<file path="src/rtl/ift_mmio_responder.sv">
// Taint-tracking MMIO responder: scratch, cycle counter, exit and sticky taint-status registers
// in a 32-byte window. Optional watchdog exit guarded by IFT_MMIO_WATCHDOG_EN.
module ift_mmio_responder #(
    parameter int unsigned              AddrWidth = 32,
    parameter int unsigned              DataWidth = 64,
    parameter logic [AddrWidth-1:0]     BaseAddr  = 32'h1000_0000
`ifdef IFT_MMIO_WATCHDOG_EN
    ,
    parameter logic [31:0]              WatchdogCycles = 32'd1_000_000
`endif
) (
    input  logic                 clk_i,
    input  logic                 rst_ni,
    input  logic                 req_i,
    input  logic                 req_i_t0,
    input  logic                 we_i,
    input  logic                 we_i_t0,
    input  logic [AddrWidth-1:0] addr_i,
    input  logic [AddrWidth-1:0] addr_i_t0,
    input  logic [7:0]           be_i,
    input  logic [7:0]           be_i_t0,
    input  logic [DataWidth-1:0] wdata_i,
    input  logic [DataWidth-1:0] wdata_i_t0,
    output logic                 gnt_o,
    output logic                 rvalid_o,
    output logic [DataWidth-1:0] rdata_o,
    output logic [DataWidth-1:0] rdata_o_t0,
    output logic                 done_o,
    output logic [31:0]          exit_code_o,
    output logic [2:0]           taint_status_o
);
    logic                 hit, acc, wr, taint_off;
    logic [1:0]           off;
    logic [DataWidth-1:0] rd, rd_t0;
    logic                 sw_exit, wd_fire;
    logic [2:0]           st_set, st_clr;
    logic                 unused_addr;

    logic                 rvalid_q, done_q;
    logic [DataWidth-1:0] rdata_q, rdata_t0_q, scratch_q, scratch_t0_q, cycle_q;
    logic [DataWidth-1:0] scratch_d, scratch_t0_d;
    logic [31:0]          exit_code_q, exit_t0_q;
    logic [2:0]           status_q;

    assign unused_addr = ^addr_i[2:0];
    assign hit       = (addr_i[AddrWidth-1:5] == BaseAddr[AddrWidth-1:5]);
    assign gnt_o     = req_i & hit;
    assign acc       = gnt_o;
    assign wr        = acc & we_i;
    assign off       = addr_i[4:3];
    assign taint_off = |addr_i_t0[4:3];

    always_comb begin
        rd    = '0;
        rd_t0 = '0;
        case (off)
            2'd0: begin rd = scratch_q; rd_t0 = scratch_t0_q; end
            2'd1: rd = cycle_q;
            2'd2: begin rd = {31'b0, done_q, exit_code_q}; rd_t0 = {32'b0, exit_t0_q}; end
            default: rd = {61'b0, status_q};
        endcase
        // A tainted register select or request may have read any register
        if (taint_off || req_i_t0) rd_t0 = '1;
    end

    always_comb begin
        scratch_d    = scratch_q;
        scratch_t0_d = scratch_t0_q;
        for (int b = 0; b < 8; b++) begin
            if (wr && off == 2'd0 && be_i[b]) begin
                scratch_d[b*8 +: 8]    = wdata_i[b*8 +: 8];
                scratch_t0_d[b*8 +: 8] = taint_off ? 8'hFF :
                    (wdata_i_t0[b*8 +: 8] | {8{be_i_t0[b]}} | {8{we_i_t0}});
            end
        end
    end

    assign sw_exit = wr && off == 2'd2 && be_i[0] && !done_q;
`ifdef IFT_MMIO_WATCHDOG_EN
    assign wd_fire = !done_q && (cycle_q == {32'b0, WatchdogCycles});
`else
    assign wd_fire = 1'b0;
`endif

    assign st_set = {acc & (req_i_t0 | we_i_t0), acc & (|addr_i_t0), wr & (|wdata_i_t0)};
    assign st_clr = (wr && off == 2'd3 && be_i[0]) ? wdata_i[2:0] : 3'b0;

    always_ff @(posedge clk_i or negedge rst_ni) begin
        if (!rst_ni) begin
            rvalid_q     <= 1'b0;
            rdata_q      <= '0;
            rdata_t0_q   <= '0;
            scratch_q    <= '0;
            scratch_t0_q <= '0;
            cycle_q      <= '0;
            done_q       <= 1'b0;
            exit_code_q  <= '0;
            exit_t0_q    <= '0;
            status_q     <= '0;
        end else begin
            rvalid_q     <= acc;
            rdata_q      <= (acc && !we_i) ? rd : '0;
            rdata_t0_q   <= (acc && !we_i) ? rd_t0 : '0;
            scratch_q    <= scratch_d;
            scratch_t0_q <= scratch_t0_d;
            cycle_q      <= cycle_q + 1'b1;
            status_q     <= (status_q & ~st_clr) | st_set;
            // Software exit takes priority over the watchdog
            if (sw_exit) begin
                done_q      <= 1'b1;
                exit_code_q <= wdata_i[31:0];
                exit_t0_q   <= wdata_i_t0[31:0];
            end else if (wd_fire) begin
                done_q      <= 1'b1;
                exit_code_q <= 32'hDEAD_0001;
                exit_t0_q   <= '0;
            end
        end
    end

    assign rvalid_o       = rvalid_q;
    assign rdata_o        = rdata_q;
    assign rdata_o_t0     = rdata_t0_q;
    assign done_o         = done_q;
    assign exit_code_o    = exit_code_q;
    assign taint_status_o = status_q;
endmodule

</file>
<file path="config.mk">
export PLATFORM = sky130hd
export DESIGN_NAME = ift_mmio_responder
export DESIGN_NICKNAME = d
export VERILOG_FILES = /design/src/rtl/ift_mmio_responder.sv
export SDC_FILE = /design/constraint.sdc
export NUM_CORES = 1
export LEC_CHECK = 0
export ABC_CLOCK_PERIOD_IN_PS = 2700
export CAP_MARGIN = 10
export CORE_UTILIZATION = 50
export CTS_BUF_LIST = sky130_fd_sc_hd__clkbuf_16
export DETAILED_ROUTE_END_ITERATION = 16
export GPL_TIMING_DRIVEN = 0
export PLACE_DENSITY = 0.8
export SLEW_MARGIN = 25
export SYNTH_ARGS = -nofsm -noshare
export SYNTH_HDL_FRONTEND = slang
export SYNTH_SLANG_ARGS = --single-unit
</file>
<file path="constraint.sdc">
create_clock -name clk_i -period 2.7 [get_ports clk_i]
set_input_delay 0.405 -clock clk_i [delete_from_list [all_inputs] [get_ports clk_i]]
set_output_delay 0.405 -clock clk_i [all_outputs]
set_load 0.005 [all_outputs]
</file>
Word level (Yosys, flattened, before mapping)
Cells that the tools add are included.
{ "word_totals": {"ff_bits": 389, "latch_bits": 0, "mem_bits_rw": 0, "romBits": 0, "input_bits": 214, "output_inout_bits": 166, "elab_cells": 90, "memories": 0} }
{ "classes": {"n_addsub": 1, "mul": 0, "div": 0, "n_lt_le_gt_ge": 0, "eq_ne": 4, "n_shift": 0, "n_mux": 14, "bitwise": 25, "n_reduce_logical": 22} }
{ "op_table": {"columns": ["operator", "count"], "rows": [
  ["two-way mux 64 bit", 3],
  ["case mux 64 bit (3 select lines)", 1],
  ["OR 8 bit", 16],
  ["case mux 64 bit (2 select lines)", 1],
  ["adder 64 x 1 -> 64 bit, second input constant", 1],
  ["two-way mux 8 bit", 8],
  ["OR reduction 64 bit", 1],
  ["OR reduction 32 bit", 1],
  ["equality test 27 x 24 -> 1 bit, second input constant", 1],
  ["logical AND 1 bit", 15],
  ["bitwise AND 1 bit", 5],
  ["equality test 2 bit, second input constant", 2],
  ["bitwise AND 3 bit", 1],
  ["two-way mux 3 bit", 1],
  ["NOT 3 bit", 1],
  ["OR 3 bit", 1],
  ["equality test 2 x 1 -> 1 bit, second input constant", 1],
  ["logical NOT 1 bit", 2],
  ["logical NOT 2 bit", 1],
  ["OR reduction 2 bit", 1],
  ["logical OR 1 bit", 1],
  ["OR 1 bit", 1]
]} }

Logic depth before layout (Yosys ltp)
Gate-level depths: netlist (run 1).
{ "logic_depth": {"depth_word": 9, "ltp_mapped": 8, "mapped_depth_nobuf": 6} }

Least setup slack after synthesis (run 1)
OpenSTA, ideal clock, no wires.
{ "synth_timing": {"kind": "input port to flip-flop", "start": "input port addr_i[14]", "end": "register scratch_t0_q[4]", "setup_time_ns": 0.127, "t_arrival_ns": 2.202, "t_required_ns": 2.573, "path_slack_ns": 0.371, "cell_stages": 7, "n_path_buf": 2, "path_cell_list": "nor4b_1 nand4_1 nor3_1 buf_2 nand3_1 clkbuf_1 mux2_1"} }
{ "synth_between": {"elab_chain_cells": 5} }
{ "synth_lines": {"columns": ["item", "line_no", "rtl"], "rows": [
  ["start, declared", "18", "input logic [AddrWidth-1:0] addr_i,"],
  ["equality test 27 x 24 -> 1 bit", "46", "assign hit = (addr_i[AddrWidth-1:5] == BaseAddr[AddrWidth-1:5]);"],
  ["bitwise AND 1 bit", "47", "assign gnt_o = req_i & hit;"],
  ["bitwise AND 1 bit", "49", "assign wr = acc & we_i;"],
  ["logical AND 1 bit (2 in series)", "70", "if (wr && off == 2'd0 && be_i[b]) begin"],
  ["end signal, assigned", "105", "scratch_t0_q <= scratch_t0_d;"],
  ["end, declared", "40", "logic [DataWidth-1:0] rdata_q, rdata_t0_q, scratch_q, scratch_t0_q, cycle_q;"]
]} }
No other way between the ends.
A chain may end at the register's enable or synchronous reset.

Final worst setup path (run 1)
{ "layout_timing": {"start": "input port addr_i[27]", "end": "output port gnt_o"} }
{ "layout_between": {"elab_chain_cells": 2} }
{ "layout_lines": {"columns": ["item", "line_no", "rtl"], "rows": [
  ["equality test 27 x 24 -> 1 bit", "46", null],
  ["bitwise AND 1 bit", "47", null],
  ["end, declared", "24", "output logic gnt_o,"]
]} }
No other way between the ends.

==> metrics.md, run 1 <==
| Metric | Value |
|---|---|
| CTS tree | `built` |
| # fillers | `2283` |
| Internal power | `a little over 0.009 W` |
| Fmax | `about 380 MHz` |
| Post-synthesis sequential area ratio | `60.2%` |
| FP Rows | `65` |
| Comb pwr share | `approximately 5.9%` |
| Synth area leader | `dfrtp_1` |
| Syn Inst Count | `1308` |
| Critical path startpoint category | `primary input` |
| Final Hold Viols | `0` |
| Reg2reg start | `cycle_q[18]` |
| CTS Buf Count | `40` |
| Final worst slack | `0.0728 ns` |
| Worst Hold Slack | `0.382 ns` |
| Layout Nets | `1948` |
| CTS max path bufs | `3` |
| Clk sinks | `389` |
| Critical-path top delay cell | `clkdlybuf4s50_1` |
| # setup viols final | `0` |
| Final period util | `97.3%` |
| Drt pass-1 iters | `5` |
| Largest net degree at the start of global routing | `95` |
| M2 GR Usage | `between 40 and 50%` |
| Mapped Area | `~0.016 mm^2` |
| Status | `complete, no violations` |
| Initial antenna violation count | `3` |
| Ports | `380` |
| GRT Residual Overflow | `0` |
| Via count | `12390` |
| Clk_skew | `0.0270 ns` |
| Clock power share | `44.1%` |
| Layout Utilization | `69.3%` |
| Yosys reg bits | `389` |
| M3 GR Usage | `6.56%` |
| Core area | `0.0317 mm^2` |
| Met1 Use GR | `39.4%` |
| Total of max-cap violations | `0` |
| Post-detailed-route wirelength per cell | `21.6 um` |
| Global-route wire length before repair | `roughly 72000 um` |
| Area share of the largest cell type after synthesis | `60.2%` |
| Reg2reg end | `cycle_q[59]` |
| Pwr dens | `531 mW/mm^2` |
| Clk Latency, worst-skew pair | `0.53 ns` |
| Psw | `0.00258 W` |
| Syn_area_per_cell | `around 12 um^2` |
| Final GP Congestion | `about 0.91` |
| Layout Area Growth over Synthesis | `35.8%` |
| VDD IR max | `465 uV` |
| GR Util All Layers | `28.6%` |
| CP Class | `primary input to output port` |
| CP most frequent cell | `clkdlybuf4s50_1` |
| WP data required | `2.30 ns` |
| Die Wd | `approximately 180 um` |
| Die Footprint | `0.0331 mm^2` |
| DRC Markers | `0` |
| Worst Path Arrival | `~2.2 ns` |
| Leak pwr | `10.0 nW` |
| Reg2reg path depth | `5` |
| Global route hottest layer | `met2` |
| Yosys warns | `0` |
| Share of cells above drive strength 1 | `between 10% and 20%` |
| Starting density of the core | `51.0%` |
| Clock Tree Root | `clkbuf_16` |
| Crit-path cells | `clkdlybuf4s50_1, nor4b_4, nand3_2, or2_4, inv_1, clkdlybuf4s50_1` |
| Mapped Nets | `1523` |
| Reg clk slew, reported paths | `0.06 ns` |
| Hold WC Path Type | `primary input to asynchronous set/reset pin` |
| Sw Ratio | `22.1%` |
| Vias in the first global route | `~13000` |
| Reg2reg setup slack | `between 0.1 and 0.15 ns` |
| Top cells by area, synth | `dfrtp_1 (60%), mux2_2 (13%), mux2i_1 (3.8%), a21oi_1 (2.9%), nor2_1 (2.7%)` |
| Fin. max-slew vios | `0` |
| Fin crit period | `2.63 ns` |
| Rel. slew slack | `34.4%` |
| # port buffers | `between 300 and 400` |
| Count of cell types in the netlist | `37` |
| Design area | `0.0220 mm^2` |
| Die Span Y | `182 um` |
| Area taken by multi-input logic gates | `between 0.006 and 0.007 mm^2` |
| Storage element area | `0.00974 mm^2` |
| Slowest cell delay on critical path | `just over 0.5 ns` |
| Via/cell ratio | `~5.7` |
| Sequential share of power | `50.0%` |
| Slew @ Worst Pin | `between 0.9 and 1 ns` |
| DP Wirelength | `34200 um` |
| Nature of the critical path endpoint | `output port` |
| H-tree depth | `2` |
| RSZ-0062 raised after global routing | `yes` |
| DR iter-0 viols | `861` |
| Worst Path Max Fanout | `3` |
| Cell Area, Placed | `about 0.02 mm^2` |
| Post-DRT Antenna Nets | `0` |
| Pre-CTS WS | `-1.35 ns` |
| DRT Wirelength | `46800 um` |
-- worst max path at each step --
stage                    start          endpoint  cells past startpoint
finish              addr_i[27]             gnt_o                      6
global route         addr_i[7]             gnt_o                      6
CTS                 addr_i[10]             gnt_o                      6
detailed placement  addr_i[27]  scratch_t0_q[20]                      8
global placement        rst_ni   exit_code_o[17]                      1
floorplan           addr_i[14]   scratch_t0_q[4]                      7
-- area by class of cell --
| class | instances | area share [%] |
|---|---|---|
| inverters | 11 | 0.188 |
| multi-input cells | 834 | 28.5 |
| well taps | 402 | 2.29 |
| flip-flops and latches | 389 | 44.3 |
| repair buffers | 384 | 17.8 |
| diodes | 1 | 0.0114 |
| clock inverters | 26 | 0.763 |
| clock buffers | 41 | 4.67 |
| plain buffers | 73 | 1.45 |
-- critical path: cells and delay by family --
kind / cells / cell delay, ns
buf+inv: 3 / 1.05
simple gates: 3 / 0.76
-- power by group through the flow --
stage	registers [W]	logic (W)	clock network (W)
3_3_place_gp	0.00595	0.000645	0
3_5_place_dp	0.00594	0.000675	0
4_1_cts	0.00583	0.000684	0.00522
2_1_floorplan	0.00594	0.000118	0
6_report	0.00583	0.000692	0.00515
5_1_grt	0.00583	0.000746	0.00548
-- routing by layer --
layer,wire length [um],vias to the layer above,part of all wire (%)
li1,-,5514,-
met1,19900,6269,43
met2,21600,496,46
met3,3500,107,7.5
met4,1680,4,3.6
met5,24,-,0.051
-- flip-flops by register name, summed over array words and instances (netlist names) --
| signal | flops |
|---|---|
| exit_code_o | 32 |
| taint_status_o | 3 |
| exit_t0_q | 32 |
| cycle_q | 64 |
| scratch_q | 64 |
| rdata_o_t0 | 64 |
| scratch_t0_q | 64 |
| rdata_o | 64 |
| rvalid_o | 1 |
| done_o | 1 |
-- synth_stat cells (all sizes together) --
master,n
dfrtp,389
mux2,192
nor2,115
a21oi,94
or3,67
clkbuf,61
mux2i,61
nand2,58
nor4,40
xnor2,35
nand4,33
a22oi,32
nand3,31
xor2,27
nor3,14
buf,13
inv,11
and3,6
nor2b,4
and4,3
mux4,3
nor4b,3
and2,2
nand2b,2
nand4b,2
o2bb2ai,2
or2,2
or4,2
a22o,1
ha,1
nor3b,1
or4b,1
-- cells by family (layout without fill, tap and decap cells) --
kind of cell | Yosys count | count (layout) | synth area share, %
DFF | 389 | 389 | 60.2
and+or+nand+nor | 386 | 386 | 12.3
muxes | 256 | 256 | 17.6
AOI/OAI and AO/OA | 129 | 129 | 4.56
buffers and inverters | 85 | 535 | 2.00
xor gates and xnor gates | 62 | 62 | 3.36
adders and majority gates | 1 | 1 | 0.0773
other | 0 | 1 | 0
-- layout by cell type (no fill, tap or decap), drive strengths merged, types with 14 or more instances in the layout --
| cell | instances |
|---|---|
| xor2 | 27 |
| nor4 | 40 |
| buf | 24 |
| nand2 | 58 |
| nor3 | 14 |
| inv | 16 |
| mux2 | 192 |
| nor2 | 115 |
| a22oi | 32 |
| a21oi | 94 |
| nand4 | 33 |
| clkinv | 19 |
| clkdlybuf4s50 | 373 |
| nand3 | 31 |
| mux2i | 61 |
| xnor2 | 35 |
| or3 | 67 |
| clkbuf | 100 |
| dfrtp | 389 |
-- repair_timing --
action | 4_1_cts | 5_1_grt
setup endpoints to repair | 174 | 191
gates cloned | 0 | 0
hold endpoints to repair | 42 | 0
buffers inserted | 2 | 2
gates resized for setup | 30 | 24
hold buffers | 1 | 0
pin swaps | 2 | 6
-- metrics by stage --
stage	std cells	setup TNS, ns	total power [W]
after global routing	2161	-0.0246	0.0120
final	2161	0	0.0117
after detailed placement	2089	-233.45	0.00661
after global placement	2084	-6128.00	0.00659
after floorplan	1308	0	0.00606
after CTS	2159	-0.108	0.0117
(Power assumes the default switching activity.)
==> run 2: changes to the inputs <==
- CTS_CLUSTER_SIZE: not set -> 20
- SETUP_SLACK_MARGIN: not set -> 0.05
==> run 2 against run 1 <==
Compared with the run above: sequential cell count stayed put; critical path type unchanged; maximum frequency fell by 0.51%; critical endpoint unchanged; register-to-register slack better by 0.03 ns; final cell count is essentially flat; largest cell class unchanged; highest routed layer unchanged.
==> metrics.md, run 2 (synthesis gave the netlist of run 1 again) <==
| Metric | Value |
|---|---|
| Status | `complete, no violations` |
| Reg clk slew, reported paths | `~0.060 ns` |
| Drt pass-1 iters | `5` |
| Starting density of the core | `51.0%` |
| CTS Buf Count | `40` |
| Hold WC Path Type | `primary input to asynchronous set/reset pin` |
| Clock Tree Root | `clkbuf_16` |
| Fmax | `~380 MHz` |
| # port buffers | `~370` |
| WP data required | `2.30 ns` |
| RSZ-0062 raised after global routing | `yes` |
| DRT Wirelength | `47000 um` |
| GR Util All Layers | `~29%` |
| Die Wd | `182 um` |
| Via count | `12410` |
| Critical path startpoint category | `primary input` |
| Initial antenna violation count | `3` |
| Fin crit period | `~2.6 ns` |
| Worst Hold Slack | `approximately 0.38 ns` |
| Total of max-cap violations | `0` |
| Final period util | `97.8%` |
| Worst Path Max Fanout | `3` |
| Slew @ Worst Pin | `0.933 ns` |
| # setup viols final | `0` |
| Layout Area Growth over Synthesis | `36.1%` |
| Reg2reg end | `cycle_q[42]` |
| Pwr dens | `531 mW/mm^2` |
| Leak pwr | `10.0 nW` |
| H-tree depth | `2` |
| Reg2reg path depth | `7` |
| Global-route wire length before repair | `72700 um` |
| DR iter-0 viols | `approximately 760` |
| Final Total Pwr | `0.0117 W` |
| Reg2reg start | `cycle_q[0]` |
| Reg2reg setup slack | `0.14 ns` |
| DP Wirelength | `between 30000 and 40000 um` |
| Ports | `380` |
| Clk sinks | `roughly 390` |
| Worst Path Arrival | `2.24 ns` |
| CTS tree | `built` |
| VDD IR max | `roughly 470 uV` |
| Final GP Congestion | `slightly above 0.9` |
| Die Footprint | `0.0331 mm^2` |
| Setup crit start | `addr_i[6]` |
| Core area | `0.0317 mm^2` |
| Most common cell after layout, fill and taps aside | `dfrtp_1` |
| Fin. max-slew vios | `0` |
| Via/cell ratio | `5.74` |
| Worst setup path end | `gnt_o` |
| Commonest non-fill, non-tap cells in the layout | `dfrtp_1 (387), clkdlybuf4s50_1 (373), mux2_2 (188), nor2_1 (114), a21oi_1 (94)` |
| Final Hold Viols | `0` |
| Clk_skew | `0.0284 ns` |
| CTS max path bufs | `3` |
| Clk Latency, worst-skew pair | `0.53 ns` |
| Post-DRT Antenna Nets | `0` |
| Die Span Y | `182 um` |
| Largest net degree at the start of global routing | `95` |
| Share of cells above drive strength 1 | `17.1%` |
| CP Class | `primary input to output port` |
| Layout Nets | `just under 2000` |
| Post-detailed-route wirelength per cell | `21.7 um` |
| Vias in the first global route | `12771` |
| Nature of the critical path endpoint | `output port` |
| Rel. slew slack | `37.2%` |
| GRT Residual Overflow | `0` |
| DRC Markers | `0` |
| FP Rows | `65` |
## run 2: what timing repair did
action | 4_1_cts | 5_1_grt
gates resized for setup | 34 | 24
endpoints found under the setup margin | 203 | 194
buffers inserted | 2 | 2
hold buffers | 1 | 0
pin swaps | 3 | 6
endpoints found under the hold margin | 42 | 0
## run 2: layer usage
layer / vias to the layer above / GRT usage (%) / share of wire (%)
li1: 5511 / - / -
met1: 6323 / 39.4 / 43
met2: 465 / 44.4 / 46
met3: 107 / 6.44 / 7.0
met4: 4 / 11.0 / 3.5
met5: - / 0 / 0.057
## run 2: worst min path at each step
stage,from,to,slack (ns),cells after the start
after floorplan,rst_ni,cycle_q[0],0.11,0
after global placement,cycle_q[63],cycle_q[63],0.46,1
after detailed placement,rst_ni,scratch_t0_q[54],0.33,1
after CTS,rst_ni,scratch_t0_q[62],0.37,2
after global routing,rst_ni,scratch_t0_q[53],0.41,2
final,rst_ni,scratch_t0_q[54],0.38,2
## run 2: power by group
part / internal (W) / switching [W]
clock network: 0.00293 / 0.00223
registers: 0.00583 / 0.0000000000710
logic: 0.000338 / 0.000356
## run 2: through the flow
| step | TNS [ns] | instance area [um^2] | utilization (%) | instances | worst slack [ns] |
|---|---|---|---|---|---|
| after floorplan | 0 | 16200 | - | 1308 | 0.371 |
| after detailed placement | -233.45 | 20600 | 64.8 | 2089 | -1.35 |
| after global placement | -6128.00 | 20400 | 64.4 | 2084 | -15.23 |
| final | 0 | 22000 | 69.4 | 2162 | 0.0592 |
| after global routing | -0.120 | 22000 | 69.4 | 2161 | -0.0308 |
| after CTS | 0 | 21900 | 68.9 | 2159 | 0.00516 |
## run 2: cell type report
cell class              instances  area (um^2)
multi-input cells             834         6280
inverters                      11         41.3
well taps                     402          503
clock buffers                  41         1030
plain buffers                  73          325
repair buffers                384         3920
diodes                          2         5.00
fillers                      2282         9710
flip-flops and latches        389         9740
clock inverters                26          168
## run 2: critical path, stage by stage
cell	delay [ns]
clkdlybuf4s50_1	0.44
nor4_2	0.30
nand4_1	0.20
or2_4	0.29
inv_1	0.08
clkdlybuf4s50_1	0.51
==> run 3: changes to the inputs <==
==> constraint.sdc (replaced) <==
create_clock -name clk_i -period 2.7 [get_ports clk_i]
set_input_delay 0.27 -clock clk_i [delete_from_list [all_inputs] [get_ports clk_i]]
set_output_delay 0.27 -clock clk_i [all_outputs]
set_load 0.005 [all_outputs]
==> run 3 against run 2 <==
Compared with the run above: sequential share of layout area increased by 0.37 points; hold slack got worse by 0.14 ns; clock-buffer cell count unchanged; sequential cell count unchanged; critical path depth decreased by 1; maximum frequency increased by 1.7%; final cell count decreased by 0.19%; clock skew decreased by 0.0014 ns; power decreased by 0.16%; routed wire length decreased by 0.65%; clock power about the same; critical path type is now flip-flop to flip-flop; critical endpoint is now cycle_q[59]; largest cell class unchanged; highest routed layer unchanged.
==> metrics.md, run 3 (synthesis gave the netlist of run 1 again) <==
| Metric | Value |
|---|---|
| # setup viols final | `0` |
| Reg2reg setup slack | `0.10 ns` |
| Setup crit start | `cycle_q[6]` |
| Clk Latency, worst-skew pair | `between 0.5 and 0.6 ns` |
| Nature of the critical path endpoint | `flip-flop` |
| Reg2reg path depth | `5` |
| Post-detailed-route wirelength per cell | `around 22 um` |
| Die Span Y | `between 150 and 200 um` |
| Layout Nets | `1945` |
| Vias in the first global route | `approximately 13000` |
| Most common cell after layout, fill and taps aside | `dfrtp_1` |
| Final period util | `96.2%` |
| DR iter-0 viols | `867` |
| Total of max-cap violations | `0` |
| Worst Path Arrival | `3.03 ns` |
| H-tree depth | `2` |
| Commonest non-fill, non-tap cells in the layout | `dfrtp_1 (387), clkdlybuf4s50_1 (373), mux2_2 (188), nor2_1 (114), a21oi_1 (94)` |
| Pwr dens | `534 mW/mm^2` |
| Rel. slew slack | `34.3%` |
| Clk sinks | `about 390` |
| Via count | `approximately 12000` |
| Die Footprint | `approximately 0.033 mm^2` |
| Inst Count DP | `2089` |
| Fmax | `between 300 and 400 MHz` |
| FP Rows | `65` |
| Hold WC Path Type | `primary input to asynchronous set/reset pin` |
| # port buffers | `around 370` |
| CTS tree | `built` |
| Reg2reg start | `cycle_q[6]` |
| VDD IR max | `466 uV` |
| Critical-path top delay cell | `nor4_1` |
| Final Hold Viols | `0` |
| Global-route wire length before repair | `72500 um` |
| Status | `complete, no violations` |
| Clk_skew | `0.0270 ns` |
| GRT Residual Overflow | `0` |
| Final worst slack | `about 0.10 ns` |
| Final GP Congestion | `0.909` |
| Ports | `380` |
| Pre-CTS WS | `-1.22 ns` |
| Starting density of the core | `between 50% and 60%` |
| Via/cell ratio | `~5.7` |
| GR Util All Layers | `28.6%` |
| Fin crit period | `2.60 ns` |
| Post-DRT Antenna Nets | `0` |
| CTS max path bufs | `3` |
| CP Class | `flip-flop to flip-flop` |
| Layout Area Growth over Synthesis | `34.9%` |
| Initial antenna violation count | `3` |
| DRC Markers | `0` |
| Fin. max-slew vios | `0` |
| RSZ-0062 raised after global routing | `yes` |
| Worst setup path end | `cycle_q[59]` |
| Share of cells above drive strength 1 | `16.1%` |
| Critical path startpoint category | `flip-flop` |
| Die Wd | `182 um` |
| Cell Area, Placed | `0.0206 mm^2` |
| Largest net degree at the start of global routing | `95` |
| Leak pwr | `between 9 and 10 nW` |
| Core area | `0.0317 mm^2` |
| Crit-path cells | `nand4_2, nor4_1, nand4_1, nor3_1, xor2_1` |
| Design area | `between 0.02 and 0.025 mm^2` |
| Worst Hold Slack | `roughly 0.25 ns` |
| Drt pass-1 iters | `5` |
| Worst Path Max Fanout | `6` |
| CTS Buf Count | `40` |
| Post-Layout Cell Count | `approximately 2200` |
| Slew @ Worst Pin | `0.977 ns` |
| DRT Wirelength | `46700 um` |
| Reg clk slew, reported paths | `0.06 ns` |
| Clock Tree Root | `clkbuf_16` |
| DP Wirelength | `between 30000 and 40000 um` |
| Slowest cell delay on critical path | `0.87 ns` |
| Reg2reg end | `cycle_q[59]` |
| WP data required | `3.13 ns` |
[run 3: cell count changes in the layout (fill, tap and decap cells not counted), sizes merged]
| cell | delta |
|---|---|
| diode | -1 |
| buf | -5 |
| clkbuf | +2 |
[run 3: worst min-delay path by stage]
stage | from | end | slack, ns
after floorplan | rst_ni | cycle_q[0] | -0.03
after global placement | cycle_q[63] | cycle_q[63] | 0.46
after detailed placement | rst_ni | scratch_t0_q[54] | 0.19
after CTS | rst_ni | scratch_t0_q[62] | 0.24
after global routing | rst_ni | scratch_t0_q[53] | 0.27
final | rst_ni | scratch_t0_q[54] | 0.25
[run 3: metrics by stage]
stage               power, W  utilization, %   TNS, ns
floorplan            0.00606               -         0
global placement     0.00659            64.4  -6032.50
detailed placement   0.00661            64.8   -190.06
CTS                   0.0117            68.7         0
global route          0.0120            68.8         0
finish                0.0117            68.8         0
[run 3: cell type report]
class,instances,area [um^2]
fillers,2289,9890
well taps,402,503
diodes,1,2.50
plain buffers,73,300
clock buffers,41,1030
flip-flops and latches,389,9740
repair buffers,381,3880
inverters,11,41.3
multi-input cells,834,6160
clock inverters,26,168
[run 3: per-layer routing]
metal | vias to the layer above | global-route usage, % | routed length (um)
li1 | 5515 | - | -
met1 | 6262 | 39.5 | 20200
met2 | 479 | 44.2 | 21600
met3 | 109 | 6.46 | 3250
met4 | 4 | 10.8 | 1640
met5 | - | 0 | 27
[run 3: critical path, delay by kind of cell, from the launching register on]
kind / cells / cell delay (ns)
flip-flops: 1 / 0.41
AND/OR/NAND/NOR: 4 / 1.90
XOR/XNOR: 1 / 0.18
[run 3: what timing repair did]
item	4_1_cts	5_1_grt
endpoints found under the hold margin	42	0
pin swaps	0	1
hold buffers	1	0
setup buffers	0	1
gates resized for setup	17	14
setup endpoints to repair	166	167
cloned	0	0
[run 3: power by group]
| group | switching, W | leakage, nW | internal [W] |
|---|---|---|---|
| sequential | 0.0000000000716 | 5.42 | 0.00583 |
| clock | 0.00222 | 0.616 | 0.00293 |
| combinational | 0.000347 | 3.94 | 0.000335 |
| total | 0.00257 | 9.97 | 0.00909 |
